$ cat src/rtl/muldiv_seq_ctrl.sv
// Iterative RV32M multiply/divide sequencer: radix-2 shift-add multiply and restoring divide,
// one step per cycle, holding the pipeline via stall_req until the result is presented.
module muldiv_seq_ctrl #(
  parameter int XLEN  = 32,
  parameter int CNT_W = 6
) (
  input  logic            clk,
  input  logic            rst_n,
  input  logic            start_E,
  input  logic [2:0]      funct3_E,
  input  logic [XLEN-1:0] op_a_E,
  input  logic [XLEN-1:0] op_b_E,
  input  logic            flush_E,
  output logic            stall_req,
  output logic            busy,
  output logic            result_valid,
  output logic [XLEN-1:0] result
);

  typedef enum logic [1:0] {IDLE, CALC, DONE} state_t;

  state_t            r_state;
  state_t            w_next;
  logic [CNT_W-1:0]  r_cnt;
  logic [2:0]        r_f3;
  logic              r_sa;
  logic              r_sb;
  logic [XLEN-1:0]   r_hi;
  logic [XLEN-1:0]   r_lo;
  logic [XLEN-1:0]   r_b;
  logic [XLEN-1:0]   r_result;

  logic              w_accept;
  logic              w_sgnA;
  logic              w_sgnB;
  logic              w_aNeg;
  logic              w_bNeg;
  logic [XLEN-1:0]   w_aMag;
  logic [XLEN-1:0]   w_bMag;
  logic              w_divZero;
  logic              w_ovf;
  logic              w_fast;
  logic [XLEN-1:0]   w_fastVal;
  logic              w_lastIter;

  logic [XLEN:0]     w_sum;
  logic [XLEN:0]     w_shift;
  logic [XLEN:0]     w_trial;
  logic [XLEN-1:0]   w_hiNext;
  logic [XLEN-1:0]   w_loNext;
  logic [2*XLEN-1:0] w_prod;
  logic [2*XLEN-1:0] w_prodFix;
  logic [XLEN-1:0]   w_mulRes;
  logic [XLEN-1:0]   w_quot;
  logic [XLEN-1:0]   w_rem;
  logic [XLEN-1:0]   w_divRes;
  logic [XLEN-1:0]   w_finalRes;

  // Operand decode at acceptance: signedness, magnitudes and fast-path detection
  assign w_accept  = (r_state == IDLE) && start_E && !flush_E;
  assign w_sgnA    = (funct3_E == 3'b001) || (funct3_E == 3'b010) ||
                     (funct3_E == 3'b100) || (funct3_E == 3'b110);
  assign w_sgnB    = (funct3_E == 3'b001) || (funct3_E == 3'b100) || (funct3_E == 3'b110);
  assign w_aNeg    = w_sgnA && op_a_E[XLEN-1];
  assign w_bNeg    = w_sgnB && op_b_E[XLEN-1];
  assign w_aMag    = w_aNeg ? -op_a_E : op_a_E;
  assign w_bMag    = w_bNeg ? -op_b_E : op_b_E;
  assign w_divZero = funct3_E[2] && (op_b_E == '0);
  assign w_ovf     = funct3_E[2] && !funct3_E[0] &&
                     (op_a_E == {1'b1, {(XLEN-1){1'b0}}}) && (op_b_E == '1);
  assign w_fast    = w_divZero || w_ovf;

  always_comb begin
    w_fastVal = '0;
    if (w_divZero)
      w_fastVal = funct3_E[1] ? op_a_E : '1;
    else if (w_ovf)
      w_fastVal = funct3_E[1] ? '0 : op_a_E;
  end

  // One iteration: r_hi/r_lo hold product halves (multiply) or remainder/quotient (divide)
  assign w_sum   = {1'b0, r_hi} + (r_lo[0] ? {1'b0, r_b} : '0);
  assign w_shift = {r_hi, r_lo[XLEN-1]};
  assign w_trial = w_shift - {1'b0, r_b};

  always_comb begin
    w_hiNext = w_sum[XLEN:1];
    w_loNext = {w_sum[0], r_lo[XLEN-1:1]};
    if (r_f3[2]) begin
      if (!w_trial[XLEN]) begin
        w_hiNext = w_trial[XLEN-1:0];
        w_loNext = {r_lo[XLEN-2:0], 1'b1};
      end else begin
        w_hiNext = w_shift[XLEN-1:0];
        w_loNext = {r_lo[XLEN-2:0], 1'b0};
      end
    end
  end

  assign w_prod     = {w_hiNext, w_loNext};
  assign w_prodFix  = (r_sa ^ r_sb) ? -w_prod : w_prod;
  assign w_mulRes   = (r_f3[1:0] == 2'b00) ? w_prodFix[XLEN-1:0] : w_prodFix[2*XLEN-1:XLEN];
  assign w_quot     = (r_sa ^ r_sb) ? -w_loNext : w_loNext;
  assign w_rem      = r_sa ? -w_hiNext : w_hiNext;
  assign w_divRes   = r_f3[1] ? w_rem : w_quot;
  assign w_finalRes = r_f3[2] ? w_divRes : w_mulRes;
  assign w_lastIter = (r_cnt == CNT_W'(XLEN-1));

  always_ff @(posedge clk or negedge rst_n) begin
    if (!rst_n)
      r_state <= IDLE;
    else
      r_state <= w_next;
  end

  always_comb begin
    w_next    = r_state;
    stall_req = 1'b0;
    case (r_state)
      IDLE: begin
        if (w_accept) begin
          stall_req = 1'b1;
          w_next    = w_fast ? DONE : CALC;
        end
      end
      CALC: begin
        if (flush_E) begin
          w_next = IDLE;
        end else begin
          stall_req = 1'b1;
          if (w_lastIter)
            w_next = DONE;
        end
      end
      DONE:    w_next = IDLE;
      default: w_next = IDLE;
    endcase
  end

  // The final value is registered on the edge entering DONE so it holds afterwards
  always_ff @(posedge clk or negedge rst_n) begin
    if (!rst_n) begin
      r_cnt    <= '0;
      r_f3     <= '0;
      r_sa     <= 1'b0;
      r_sb     <= 1'b0;
      r_hi     <= '0;
      r_lo     <= '0;
      r_b      <= '0;
      r_result <= '0;
    end else if (w_accept) begin
      r_f3  <= funct3_E;
      r_sa  <= w_aNeg;
      r_sb  <= w_bNeg;
      r_hi  <= '0;
      r_lo  <= w_aMag;
      r_b   <= w_bMag;
      r_cnt <= '0;
      if (w_fast)
        r_result <= w_fastVal;
    end else if ((r_state == CALC) && !flush_E) begin
      r_hi  <= w_hiNext;
      r_lo  <= w_loNext;
      r_cnt <= r_cnt + 1'b1;
      if (w_lastIter)
        r_result <= w_finalRes;
    end
  end

  assign busy         = (r_state != IDLE);
  assign result_valid = (r_state == DONE);
  assign result       = r_result;

endmodule

$ cat config.mk
export PLATFORM = sky130hd
export DESIGN_NAME = muldiv_seq_ctrl
export DESIGN_NICKNAME = d
export VERILOG_FILES = /design/src/rtl/muldiv_seq_ctrl.sv
export SDC_FILE = /design/constraint.sdc
export NUM_CORES = 1
export LEC_CHECK = 0
export CORE_ASPECT_RATIO = 0.6
export CORE_MARGIN = 1.5
export CORE_UTILIZATION = 40
export CTS_BUF_LIST = sky130_fd_sc_hd__clkbuf_2 sky130_fd_sc_hd__clkbuf_4 sky130_fd_sc_hd__clkbuf_8
export DETAILED_ROUTE_END_ITERATION = 8
export PLACE_DENSITY_LB_ADDON = 0.25
export REMOVE_ABC_BUFFERS = 1
export SETUP_SLACK_MARGIN = 0.2
export SYNTH_ARGS = -nofsm -noshare
export SYNTH_HDL_FRONTEND = slang
export SYNTH_SLANG_ARGS = --single-unit
export TNS_END_PERCENT = 10
$ cat constraint.sdc
create_clock -name clk -period 8.2 [get_ports clk]
set_input_delay 0.82 -clock clk [delete_from_list [all_inputs] [get_ports clk]]
set_output_delay 0.82 -clock clk [all_outputs]
set_load 0.01 [all_outputs]
Word level (Yosys, flattened, before mapping)
Cells that the tools add are included.
{"block": "totals", "romBits": 0, "n_memories": 0, "out_inout_bits": 35, "latchBits": 0, "in_bits": 71, "ram_bits": 0, "reg_bits": 141}
{"block": "op_classes", "add_sub_neg": 8, "div": 0, "reduce_logical": 25, "eq_ne": 12, "n_mux": 35, "bitwise": 1, "order_cmp": 0, "multipliers": 0, "shifts": 0}
{"op": "$mux W32", "count": 23}
{"op": "$neg A32 Y32", "count": 4}
{"op": "$eq A32 B32 Y1 const B", "count": 2}
{"op": "$mux W64", "count": 1}
{"op": "$neg A64 Y64", "count": 1}
{"op": "$add A32 B32 Y33", "count": 1}
{"op": "$sub A33 B32 Y33", "count": 1}
{"op": "$logic_not A32 Y1", "count": 1}
{"op": "$mux W6", "count": 2}
{"op": "$logic_and A1 B1 Y1", "count": 9}
{"op": "$mux W2", "count": 4}
{"op": "$add A6 B1 Y6 const B", "count": 1}
{"op": "$eq A3 B3 Y1 const B", "count": 2}
{"op": "$eq A6 B5 Y1 const B", "count": 1}
{"op": "$logic_or A1 B1 Y1", "count": 6}
{"op": "$reduce_bool A2 Y1", "count": 3}
{"op": "$logic_not A2 Y1", "count": 2}
{"op": "$pmux W2 S2", "count": 1}
{"op": "$eq A3 B1 Y1 const B", "count": 1}
{"op": "$eq A3 B2 Y1 const B", "count": 1}
{"op": "$mux W1", "count": 3}
{"op": "$ne A3 B3 Y1 const B", "count": 1}
{"op": "$reduce_and A3 Y1", "count": 1}
{"op": "$eq A2 B1 Y1 const B", "count": 1}
{"op": "other kinds (7)", "count": 8}

Logic depth before layout (Yosys ltp)
Gate-level depths: netlist of the first run.
{"block": "depth", "ltp_word": 10, "depth_mapped": 24, "depth_no_buf": 23}

Worst setup path before layout of the first run
No wires, ideal clock.
{"block": "synth_path", "path_kind": "flip-flop to flip-flop", "from": "register r_lo[31]", "to": "register r_result[30] (netlist: result[30])", "arrival_time_ns": 5.048, "setup_time_ns": 0.126, "path_slack_ns": 3.026, "n_path_buf": 1, "path_stages_with_launch": 24, "period_less_slack_ns": 5.174, "cell_sequence": "dfrtp_1 inv_1 ha_1 inv_1 fa_1 a211oi_2 o211ai_2 a211oi_2 nor4_4 o21ai_1 buf_2 nor3_1 a21oi_1 ha_1 o211ai_1 o21bai_1 or4_1 nor3_1 and2_1 nand2_1 o41ai_1 xor2_1 a221oi_1 nor2_1"}
{"block": "synth_between", "elab_chain_cells": 10}
{"element": "from (decl)", "line_no": "29", "rtl": "logic [XLEN-1:0] r_lo;"}
{"element": "from (signal assigned)", "line_no": "156", "rtl": "r_lo <= w_aMag;"}
{"element": "from (signal assigned)", "line_no": "163", "rtl": "r_lo <= w_loNext;"}
{"element": "$sub A33 B32 Y33", "line_no": "84", "rtl": "assign w_trial = w_shift - {1'b0, r_b};"}
{"element": "$mux W1 / $mux W32 (equally long branches)", "line_no": "90", "rtl": "if (!w_trial[XLEN]) begin"}
{"element": "$mux W32", "line_no": "89", "rtl": "if (r_f3[2]) begin"}
{"element": "$neg A64 Y64, or another cell as far along", "line_no": "101", "rtl": "assign w_prodFix = (r_sa ^ r_sb) ? -w_prod : w_prod;"}
{"element": "$mux W64, or another cell as far along", "line_no": "101"}
{"element": "$mux W32, on equally long branches", "line_no": "102, 105"}
{"element": "$mux W32 (*)", "line_no": "106", "rtl": "assign w_finalRes = r_f3[2] ? w_divRes : w_mulRes;"}
{"element": "$mux W32 (*)", "line_no": "165", "rtl": "if (w_lastIter)"}
{"element": "$mux W32 (*)", "line_no": "161", "rtl": "end else if ((r_state == CALC) && !flush_E) begin"}
{"element": "$mux W32 (*)", "line_no": "151", "rtl": "end else if (w_accept) begin"}
{"element": "to (signal assigned)", "line_no": "160", "rtl": "r_result <= w_fastVal;"}
{"element": "to (signal assigned)", "line_no": "166", "rtl": "r_result <= w_finalRes;"}
{"element": "to (decl)", "line_no": "31", "rtl": "logic [XLEN-1:0] r_result;"}
Every way passes the cells marked *; elsewhere a longest branch is shown, timed or not. The select of a mux whose other input is x is not followed.
A chain may end at the register's enable or synchronous reset.

Final worst setup path of the first run
Ends and elaborated chain as after synthesis.

==> results.md, run 1 <==
* Metal-1 WL at 33.34 mm
* Die ar. at 40860 um^2
* Layout cells sized above 1 at 0.05941
* H-tree depth at 4
* Vias per cell at 6.435
* Syn Area/Cell at 7.423 um^2
* Worst Setup Path Type: register to register
* Starting Density at 0.4061
* Post-synth EDFFs at 0
* Fin cells at 2710
* Worst hold margin at 0.4179 ns
* Chip Height at 157.2 um
* GRT overflow at 0
* Post_cts resized at 0
* Global-route wire length before repair at 100.6 mm
* Post-DP HPWL at 52.64 mm
* Async set-reset flop share out of synthesis at 1.000
* Gr usage total at 0.3276
* Cells after synthesis at 2135
* WL final at 67.36 mm
* FF-to-FF Start: r_lo[31]
* Switching share of power at 0.5544
* Post-Syn Area at 15850 um^2
* Worst endpoint data arrival time at 7.17 ns
* Initial antenna violation count at 1
* Clk_skew at 0.02933 ns
* CP Capture Type: register
* P per Cell Area at 295.9 nW/um^2
* Path depth of the worst reg2reg path at 24
* Ports at 106
* Period minus WS final at 6.770 ns
* Remaining DRCs at 0
* CTS root buf: clkbuf_8
* Final worst path period share at 0.8256
* Max Fclk at 147.7 MHz
* Clock tree buffer depth at 2
* WL met2 at 25.31 mm
* FF-to-FF setup slack at 1.43 ns
* Hold WC Path Type: input pin to async pin
* Detailed Route Iter0 Violations at 2211
* Share of the synthesized area in the top cell type at 0.2226
* Worst slew pin tran at 1.063 ns
* Sequential fraction of the synthesis area at 0.2226
* Gp weighted congestion at 0.9923
* CP required at 8.60 ns
* DRT Pass-1 Iters at 6
* Startpoint types: register
* Reg2reg end: result[30]
* Yosys reg bits at 141
* CTS tree: done
* NetSw at 2.911 mW
* CTS clk-pin slew, worst paths at 0.10 ns
* Slew HR at 0.2713
* P_leak at 7.047 nW
* Area leader, netlist: dfrtp_1
* Hold-fix buffers, CTS at 0
* Max-cap violations at 0
* Peak VDD IR at 0.0001240 V
* Internal at 2.340 mW
* Number of global-route vias before repair at 15730
* Final nets at 2318
* Via count at 17440
* Post-CTS Setup Inserts at 0
* Core area at 39030 um^2
* Routed len/inst at 24.85 um
* IO buf count at 105
* YS warnings at 0
* Cell variety after synth at 97
* Max FO, Critical Path at 21
* Clock sink count at 141
* Final Max Slew Viols at 0
* # rows at 56
* N_diodes at 0
* Comb pwr share at 0.677
* Final setup violation count at 0
* Setup_tns at 0 ns
* Post-DRT Antenna Nets at 0
* Synthesis-to-layout area growth at 11.98%
* Most area-consuming cells after synthesis: dfrtp_1 22%, o21ai_0 5.8%, a21oi_1 5.6%
* Largest net degree at the start of global routing at 90
* Chip Width at 260.0 um
* Main flop type after synthesis: dfrtp_1
* Top Metal Used: met4
* Clock power frac at 0.123
* Later-pin clock latency in the skew report at 0.53 ns
* Final Hold Viols at 0
* Fillers at 4001
* Outcome: finished clean
* Reg power frac at 0.200
* RSZ-0062 raised after global routing: no
* Dpl cells at 2678
* CTS Buf Count at 17
* Met3 wire length at 7.943 mm
-- metrics by stage --
stage	setup slack, ns	utilization	cell area, um^2	total power, mW
4_1_cts	1.580	0.4547	17750	5.147
3_5_place_dp	1.563	0.4442	17340	4.489
5_1_grt	1.174	0.4547	17750	5.583
2_1_floorplan	1.293	-	15350	3.407
3_3_place_gp	1.629	0.4442	17340	4.496
6_report	1.430	0.4547	17750	5.251
-- synth_stat cells (7+ instances only) --
| cell type | number |
|---|---|
| buf_1 | 18 |
| or2_2 | 14 |
| a21oi_1 | 178 |
| nor2b_1 | 21 |
| clkbuf_1 | 75 |
| mux2i_1 | 50 |
| a221oi_1 | 14 |
| a211oi_1 | 23 |
| and3_1 | 21 |
| nor2_1 | 203 |
| nor4_1 | 18 |
| and4_1 | 9 |
| nand3b_1 | 7 |
| and2_1 | 51 |
| nand2_1 | 236 |
| a21o_1 | 26 |
| o22ai_1 | 17 |
| dfrtp_1 | 141 |
| nand3_1 | 48 |
| buf_2 | 20 |
| o221ai_1 | 16 |
| o21a_1 | 17 |
| inv_1 | 62 |
| xnor2_1 | 98 |
| nand2b_1 | 19 |
| a311oi_1 | 10 |
| nand4_1 | 34 |
| a221o_1 | 8 |
| o21bai_1 | 10 |
| a22o_1 | 15 |
| o21ai_0 | 183 |
| or4_1 | 7 |
| or3_1 | 17 |
| a31oi_1 | 32 |
| o211ai_1 | 50 |
| xor2_1 | 62 |
| nor3_1 | 72 |
| ha_1 | 70 |
| o31ai_1 | 29 |
-- sequential cells by signal (all words and copies together), names as in the netlist --
register  cells
r_lo         32
r_sa          1
r_sb          1
r_b          32
r_cnt         6
r_f3          3
result       32
r_hi         32
r_state       2
-- power groups by stage --
stage	clock [mW]	combinational (mW)	sequential, mW
2_1_floorplan	0	2.41	0.998
3_3_place_gp	0	3.45	1.05
3_5_place_dp	0	3.43	1.06
4_1_cts	0.652	3.45	1.04
5_1_grt	0.674	3.84	1.07
6_report	0.645	3.56	1.05
-- worst max-delay path by stage --
stage | start | to | slack [ns]
floorplan | r_f3[2] | result[26] | 1.29
global placement | op_b_E[0] | result[11] | 1.63
detailed placement | op_b_E[0] | result[11] | 1.56
CTS | r_lo[31] | result[30] | 1.58
global route | r_lo[31] | result[30] | 1.17
finish | r_lo[31] | result[30] | 1.43
-- kinds of logic after synthesis --
group	after synthesis	synth area share
compound gates	715	0.2967
simple gates	808	0.2515
mux	56	0.03584
buf+inv	183	0.04705
xor+xnor	160	0.08843
fa+ha+maj	72	0.05779
flops	141	0.2226
-- cells in the final DEF, fill, tap and decap left out, drive strengths merged, types with 35 or more instances in the layout --
cell           instances
mux2i                 50
o21ai                186
a21oi                180
nand4                 35
and2                  52
xnor2                 98
inv                   72
o211ai                53
clkdlybuf4s50        104
nor3                  73
ha                    70
xor2                  62
buf                   35
nand2                239
nand3                 49
nor2                 204
dfrtp                141
-- critical path: stages, from the launching register on --
cell	delay (ns)
dfrtp_1	0.41
inv_1	0.09
ha_1	0.23
inv_1	0.07
fa_1	0.43
a211oi_2	0.27
o211ai_2	0.18
a211oi_2	0.48
nor4_4	0.11
o21ai_1	0.16
buf_4	0.29
nor3_1	0.08
buf_4	0.20
a21oi_1	0.18
ha_1	0.23
o211ai_1	0.12
o21bai_1	0.25
or4_1	0.61
nor3_1	0.67
and2_1	0.27
nand2_1	0.31
o41ai_1	0.51
xor2_1	0.11
a221oi_1	0.32
nor2_1	0.06
-- area by class of cell --
cell class	instances	area (um^2)	area share
Inverter	65	244.0	0.01375
Clock inverter	15	173.9	0.009800
Multi-Input combinational cell	1811	11600	0.6537
Tap cell	522	653.1	0.03680
Sequential cell	141	3532	0.1990
Timing Repair Buffer	139	1308	0.07368
Clock buffer	17	234.0	0.01318
-- per-layer routing --
metal  global-route usage  vias up
li1                     -     7966
met1               0.5211     8483
met2               0.4293      937
met3              0.08261       52
met4              0.06202        0
met5                    0        -
(Power assumes the default switching activity.)
==> run 2, diff against run 1 <==
- clock period: 8.2 -> 6 ns (I/O delays scaled with it)
==> run 2 against run 1 <==
- total power rose by 39%
- die area is the same
- wire length shrank 1.8%
- combinational power is 40% higher
- critical path depth down 5
- first-iteration DRC count rose by 3.8%
- non-clock buffer count grew 37
- cell area up 2.2%
- critical path type unchanged
- largest cell class unchanged
- highest routed layer is now met5
==> results.md, run 2 (synthesis gave the netlist of run 1 again) <==
* WL final at 66.16 mm
* Number of global-route vias before repair at 15790
* Gp weighted congestion at 0.9901
* Detailed Route Iter0 Violations at 2296
* CP required at 6.43 ns
* Vias per cell at 6.363
* RSZ-0062 raised after global routing: no
* CTS Buf Count at 17
* Reg power frac at 0.196
* Worst Setup Path Type: register to register
* Clock power frac at 0.121
* Multi-input gate area at 11710 um^2
* FF-to-FF setup slack at 0.44 ns
* Hold WC Path Type: input pin to async pin
* Final Hold Viols at 0
* IO buf count at 105
* Core area at 39030 um^2
* Global-route wire length before repair at 98.77 mm
* Ports at 106
* CP Capture Type: register
* CTS root buf: clkbuf_8
* Remaining DRCs at 0
* Initial antenna violation count at 2
* Max-cap violations at 0
* Worst endpoint data arrival time at 5.98 ns
* Final Max Slew Viols at 0
* Internal at 3.330 mW
* Comb pwr share at 0.683
* Final nets at 2355
* Synthesis-to-layout area growth at 14.45%
* Layout Utilization at 0.4647
* Period minus WS final at 5.556 ns
* H-tree depth at 4
* Gr usage total at 0.3209
* Peak VDD IR at 0.0002012 V
* CTS clk-pin slew, worst paths at 0.11 ns
* Final worst path period share at 0.9260
* Die ar. at 40860 um^2
* GRT overflow at 0
* Chip Height at 157.2 um
* # rows at 56
* Via count at 17480
* Largest net degree at the start of global routing at 96
* Slew HR at 0.1374
* Clock sink count at 141
* Clock tree buffer depth at 2
* N_diodes at 0
* Fillers at 4022
* Clk_skew at 0.02234 ns
* Chip Width at 260.0 um
* Post-DP HPWL at 51.69 mm
* Final setup violation count at 0
* P_leak at 7.231 nW
* P per Cell Area at 403.8 nW/um^2
* Hold-fix buffers, CTS at 0
* Starting Density at 0.4061
* Seq. cell area at 3532 um^2
* Worst hold margin at 0.2282 ns
* Most frequent cells in the layout: 235 x nand2_1, 201 x nor2_1, 181 x o21ai_0
* Switching share of power at 0.5454
* Layout cells sized above 1 at 0.08270
* Startpoint types: register
* Post-DRT Antenna Nets at 0
* Max Fclk at 180.0 MHz
* Max FO, Critical Path at 15
* DRT Pass-1 Iters at 5
* Outcome: finished clean
* Worst slew pin tran at 1.291 ns
* Routed len/inst at 24.09 um
* Later-pin clock latency in the skew report at 0.52 ns
* CTS tree: done
* NetSw at 3.994 mW
* Commonest non-fill, non-tap cell in the layout: nand2_1
run 2: final timing paths:
| check | endpoint | from | cells after the start |
|---|---|---|---|
| max | result[31] | r_lo[31] | 19 |
| min | r_lo[27] | rst_n | 1 |
| max reg2reg | result[31] | r_lo[31] | 19 |
| min reg2reg | result[3] | result[3] | 1 |
| max in group asynchronous | r_f3[2] | rst_n | 2 |
| min in group clk | result[3] | result[3] | 1 |
run 2: area by class of cell:
cell class	instances	share of cell area
Inverter	65	0.01345
Tap cell	522	0.03601
Multi-Input combinational cell	1811	0.6456
Clock inverter	15	0.009658
Sequential cell	141	0.1947
Timing Repair Buffer	176	0.08761
Clock buffer	17	0.01290
run 2: routing by layer:
layer	track usage	part of all wire	vias up
li1	-	-	8046
met1	0.4908	0.48	8408
met2	0.4073	0.36	941
met3	0.1195	0.13	79
met4	0.07863	0.020	4
met5	0	0.00024	-
run 2: what timing repair did:
| action | in CTS | in global routing |
|---|---|---|
| buffers inserted | 0 | 2 |
| resized for setup | 0 | 25 |
| hold endpoints to repair | 0 | 0 |
| setup endpoints to repair | 0 | 22 |
run 2: power by group through the flow:
stage,Combinational (mW),Clock (mW),Sequential [mW]
detailed placement,4.73,0,1.44
global placement,4.73,0,1.43
floorplan,3.29,0,1.36
global route,5.38,0.929,1.46
CTS,4.76,0.893,1.42
finish,5.00,0.887,1.43
run 2: per-stage QoR:
step                worst slack [ns]  cell area, um^2  cells  power (mW)  TNS, ns
floorplan                    -0.9073            15350   2017       4.656   -10.35
global placement              0.3834            17600   2713       6.160        0
detailed placement            0.3059            17600   2713       6.170        0
CTS                           0.2606            18010   2745       7.071        0
global route                  0.1861            18140   2747       7.772        0
finish                        0.4438            18140   2747       7.324        0
run 2: critical path, stage by stage, from the launching register on:
cell,delay (ns)
dfrtp_1,0.44
inv_2,0.11
ha_1,0.18
inv_1,0.06
fa_2,0.38
a211oi_4,0.27
o211ai_2,0.20
a211oi_4,0.36
nor4_4,0.11
o211a_4,0.32
buf_4,0.21
nor2_4,0.30
buf_4,0.32
o21ai_0,0.11
o22ai_1,0.63
nand4_1,0.40
o41ai_1,0.62
xnor2_1,0.19
nand2_1,0.07
a31oi_1,0.16
